## src/rtl/stencil_3d_sequencer.sv

```systemverilog
// Sequences one plane sweep through the laplace_3d datapath: fetches column words from the
// input buffer, feeds them to the datapath, and tracks results through its fixed latency.
module stencil_3d_sequencer #(
  parameter int unsigned BW       = 32,
  parameter int unsigned ST       = 3,
  parameter int unsigned MAX_COLS = 64,
  parameter int unsigned AW       = 6,
  parameter int unsigned PIPE_LAT = 8
) (
  input  logic                 clock,
  input  logic                 reset,
  input  logic                 io_start,
  input  logic [AW:0]          io_num_cols,
  input  logic                 io_stall,
  output logic                 io_mem_rd_en,
  output logic [AW-1:0]        io_mem_rd_addr,
  input  logic [BW*ST*ST-1:0]  io_mem_rd_data,
  output logic                 io_datapath_ready_in,
  output logic [BW*ST*ST-1:0]  io_datapath_data_in,
  output logic                 io_out_valid,
  output logic [AW-1:0]        io_out_index,
  output logic                 io_busy,
  output logic                 io_done
);

  localparam logic [AW:0]   MaxCols = (AW + 1)'(MAX_COLS);
  localparam logic [AW:0]   CntOne  = (AW + 1)'(1);
  localparam logic [AW-1:0] IdxOne  = AW'(1);

  typedef enum logic [1:0] {StIdle, StFetch, StDrain, StDone} state_e;

  state_e                state_q;
  logic [AW:0]           count_q;
  logic [AW:0]           issued_q;
  logic                  rd_en_q;
  logic [AW-1:0]         rd_addr_q;
  logic                  ready_q;
  logic [PIPE_LAT-1:0]   pipe_q;
  logic [AW-1:0]         index_q;

  logic [AW:0]           num_clamped;
  logic                  can_issue;
  logic                  last_out;

  // Clamp the requested count and decode issue / final-result conditions.
  always_comb begin
    num_clamped = (io_num_cols > MaxCols) ? MaxCols : io_num_cols;
    can_issue   = !io_stall && (issued_q < count_q);
    last_out    = pipe_q[PIPE_LAT-1] && ({1'b0, index_q} == (count_q - CntOne));
  end

  // Sweep FSM; the read strobe is registered, so stall is folded into the issue decision
  // made on the edge that opens the read cycle.
  always_ff @(posedge clock or posedge reset) begin
    if (reset) begin
      state_q   <= StIdle;
      count_q   <= '0;
      issued_q  <= '0;
      rd_en_q   <= 1'b0;
      rd_addr_q <= '0;
      ready_q   <= 1'b0;
      index_q   <= '0;
    end else begin
      ready_q <= rd_en_q;
      if (pipe_q[PIPE_LAT-1]) index_q <= index_q + IdxOne;
      unique case (state_q)
        StIdle: begin
          rd_en_q <= 1'b0;
          if (io_start) begin
            if (num_clamped == '0) begin
              state_q <= StDone;
            end else begin
              count_q   <= num_clamped;
              index_q   <= '0;
              rd_addr_q <= '0;
              rd_en_q   <= !io_stall;
              issued_q  <= io_stall ? '0 : CntOne;
              state_q   <= (!io_stall && num_clamped == CntOne) ? StDrain : StFetch;
            end
          end
        end
        StFetch: begin
          if (can_issue) begin
            rd_en_q   <= 1'b1;
            rd_addr_q <= issued_q[AW-1:0];
            issued_q  <= issued_q + CntOne;
            if (issued_q + CntOne == count_q) state_q <= StDrain;
          end else begin
            rd_en_q <= 1'b0;
          end
        end
        StDrain: begin
          rd_en_q <= 1'b0;
          if (last_out) state_q <= StDone;
        end
        StDone: begin
          rd_en_q <= 1'b0;
          state_q <= StIdle;
        end
        default: state_q <= StIdle;
      endcase
    end
  end

  // Latency tracker: one bit per datapath stage, fed by ready_in.
  if (PIPE_LAT == 1) begin : g_pipe_one
    always_ff @(posedge clock or posedge reset) begin
      if (reset) pipe_q <= '0;
      else       pipe_q <= ready_q;
    end
  end else begin : g_pipe_multi
    always_ff @(posedge clock or posedge reset) begin
      if (reset) pipe_q <= '0;
      else       pipe_q <= {pipe_q[PIPE_LAT-2:0], ready_q};
    end
  end

  // Output drive; data_in is gated so the datapath sees zero between columns.
  always_comb begin
    io_mem_rd_en         = rd_en_q;
    io_mem_rd_addr       = rd_addr_q;
    io_datapath_ready_in = ready_q;
    io_datapath_data_in  = ready_q ? io_mem_rd_data : '0;
    io_out_valid         = pipe_q[PIPE_LAT-1];
    io_out_index         = index_q;
    io_busy              = (state_q != StIdle);
    io_done              = (state_q == StDone);
  end

endmodule

```

## config.mk

```make
export PLATFORM = sky130hd
export DESIGN_NAME = stencil_3d_sequencer
export DESIGN_NICKNAME = d
export VERILOG_FILES = /design/src/rtl/stencil_3d_sequencer.sv
export SDC_FILE = /design/constraint.sdc
export NUM_CORES = 1
export LEC_CHECK = 0
export CAP_MARGIN = 20
export CORE_AREA = 2 2 234 236
export DETAILED_ROUTE_END_ITERATION = 12
export DIE_AREA = 0 0 236 238
export GPL_ROUTABILITY_DRIVEN = 0
export PLACE_DENSITY = 0.31
export SYNTH_ARGS = -nofsm -noshare
export SYNTH_HDL_FRONTEND = slang
export SYNTH_SLANG_ARGS = --single-unit
```

## constraint.sdc

```tcl
create_clock -name clock -period 2.7 [get_ports clock]
set_clock_uncertainty 0.2 [all_clocks]
set_input_delay 0.27 -clock clock [delete_from_list [all_inputs] [get_ports clock]]
set_output_delay 0.27 -clock clock [all_outputs]
set_load 0.01 [all_outputs]
```

==> impl_metrics.yaml <==
finish:
  nets: 1454
  final_util_pct: 21.2
  drive_gt1_share_pct: 3.59
  areaGrowthSynthToFinish_pct: 174
global_routing:
  grt-ovfl-total: 0
  grt_pass1_vias: 6651
  grt.total_usage_pct: 15.7
  grt_max_degree: 71
  grt_first_pass_wirelength_mm: 60.5
  antenna_found_initial: 16
worst_hold_path:
  hold_path_depth: 0
  worstHoldStart: "pipe_q[5]"
  hold-path-endpoint: "pipe_q[6]"
  min_path_type: "register to register"
clock_network:
  path_clk_slew_ns: 0.06
  clockBufferDepth: 2
  cts_sinks: 38
  holdBufCountCts: 0
  cts_resized: 0
  h-tree-depth: 2
  post-cts-setup-buffers: 0
  numCtsBuffers: 5
  cts_tree: "built"
  clkLatencyLatePin_ns: 0.29
  cts-root-buf: "clkbuf_16"
synthesis:
  synthTopCellsByArea: "and2_1 (44%), dfrtp_1 (23%), ha_1 (4.5%)"
  syn_inst: 546
  syn_avg_cell_area_sq_um: 7.60
  ys_async_sr_fraction_pct: 100
  yosys_warnings: 0
  synth_edf_count: 0
  ys_seq_elements: 38
  yosysTopAreaCell: "and2_1"
  yosysTopAreaCellShare_pct: 43.9
  syn_nets: 860
  synth-main-ff-cell: "dfrtp_1"
  synthDistinctLibCells: 43
  mappedNetlistArea_sq_um: 4150
  seq_area_frac_synth_pct: 22.9
sta:
  fmax_ghz: 0.393
  relSlewSlack_pct: 42.2
  rsz0062_at_grt: "no"
  finalCritPeriodShare_pct: 94.3
  fin_crit_ns: 2.55
  tns_ns: 0
  finalHoldViolCount: 0
  worstMarginPinSlew_ns: 0.864
  finalMaxSlewViolations: 0
  final-setup-viol-count: 0
critical_path:
  crit_chain: "buf_12 > buf_6 > and2_1 > clkdlybuf4s50_1"
  cp-start-kind: "register"
  ff2ff_path_depth: 8
  critPathKind: "register to output port"
  end_kind: "output port"
  cp_data_arrival_time_ns: 2.08
  reg2reg_to: "state_q[0]"
  slowest_delay_ns: 0.57
  critical_path_peak_fanout: 38
  r2r-start: "count_q[1]"
  required_ns: 2.23
  cp_slowest_cell: "clkdlybuf4s50_1"
  r2r_slack_ns: 0.17
power:
  powerDensity_nw_per_um2: 753
  power.total_w: 0.00855
  leakage_nw: 4.31
  peakVddDrop_mv: 0.255
floorplanning:
  core.rowCount: 85
  die_w_microns: 236
  design.die.area_sq_um: 56200
  start_util_pct: 7.75
  io_pins: 604
  core_area_sq_um: 53500
  die_h_microns: 238
drt:
  dr.pass1.iters: 4
  wire_per_inst_microns: 25.0
  ant_nets: 0
  vias_per_cell: 3.25
  routed_wl_mm: 46.1
  route.vias.total: 5993
  route.detailed.drc: 0
  drt_iter0_markers: 180
place:
  io_buffers: 603
  dp_hpwl_mm: 40.4
run_status:
  status: "finished, final reports clean"
job:
  drv_cap: 0
## critical path: cells and delay by family (launching register included)
| family | cells | cell delay, ns |
|---|---|---|
| and+or+nand+nor | 1 | 0.21 |
| DFF | 1 | 0.53 |
| buffers and inverters | 3 | 1.03 |
## cell usage in the layout (no fill, tap or decap), types with 3 or more instances in the layout
cell type,n
a21oi_1,5
a31oi_1,5
and2_1,291
buf_12,8
buf_4,18
clkbuf_16,5
clkbuf_8,3
clkdlybuf4s50_1,600
dfrtp_1,37
diode_2,5
ha_1,15
inv_1,20
mux2i_1,11
nand2_1,15
nand3_1,7
nand3b_1,7
nand4_1,3
nor2_1,16
nor2b_1,3
nor3_1,3
o211ai_1,3
o21ai_0,13
o2bb2ai_1,5
xnor2_1,13
xor2_1,9
## worst max path at each step
stage                          from                 endpoint  slack [ns]
2_1_floorplan            count_q[5]        io_mem_rd_addr[1]        0.36
3_3_place_gp             count_q[1]               state_q[1]        0.14
3_5_place_dp             count_q[1]               state_q[1]        0.15
4_1_cts        io_datapath_ready_in  io_datapath_data_in[68]        0.07
5_1_grt                  count_q[1]               state_q[0]        0.03
6_report       io_datapath_ready_in  io_datapath_data_in[68]        0.15
## report_power, final
part           total (W)  leakage (nW)  switching, W  internal (W)
clock           0.000653        0.0832      0.000235      0.000418
combinational    0.00688          3.73       0.00328       0.00361
sequential       0.00101         0.502      0.000233      0.000776
## layout make-up
cell class / count / area [sq um]
Fill cell: 5941 / 42100
Timing Repair Buffer: 627 / 6310
Multi-Input combinational cell: 448 / 2960
Sequential cell: 38 / 955
Tap cell: 696 / 871
Clock buffer: 8 / 166
Inverter: 20 / 75.1
Antenna cell: 5 / 12.5
## through the flow
stage	area, sq um	instances	setup slack, ns	hold WS [ns]
after floorplan	4150	546	0.355	0.131
after global placement	11200	1829	0.138	0.134
after detailed placement	11200	1829	0.150	0.135
after CTS	11300	1837	0.0729	0.144
after global routing	11300	1840	0.0298	0.144
final	11300	1842	0.155	0.142
## sequential cells by signal, summed over array words and instances (netlist names)
| name | flops |
|---|---|
| io_datapath_ready_in | 1 |
| io_mem_rd_addr | 6 |
| pipe_q | 8 |
| count_q | 7 |
| state_q | 2 |
| issued_q | 7 |
| io_mem_rd_en | 1 |
| io_out_index | 6 |
## layer usage
metal  wire length, microns  global-route usage, %
met3                   5100                   7.90
met4                    692                   2.93
met2                  22800                   27.3
met5                     32                      0
met1                  17500                   17.3
## kinds of logic (layout without fill, tap and decap cells)
kind of cell | Yosys count | count (layout) | share of synthesized area, %
AOI/OAI and AO/OA | 45 | 45 | 7.45
xor gates and xnor gates | 22 | 22 | 4.65
adders and majority gates | 15 | 15 | 4.52
buffers and inverters | 60 | 655 | 5.79
DFF | 38 | 38 | 22.9
muxes | 12 | 12 | 2.93
other | 0 | 5 | 0
and+or+nand+nor | 354 | 354 | 51.7
## synthesized netlist by cell type (7+ instances only)
library cell / number
xnor2_1: 13
nand2_1: 15
nand3b_1: 7
and2_1: 291
inv_1: 20
clkbuf_1: 35
o21ai_0: 13
nand3_1: 7
ha_1: 15
xor2_1: 9
mux2i_1: 11
dfrtp_1: 38
nor2_1: 16
Note: power is estimated with default switching activity, not from simulation.
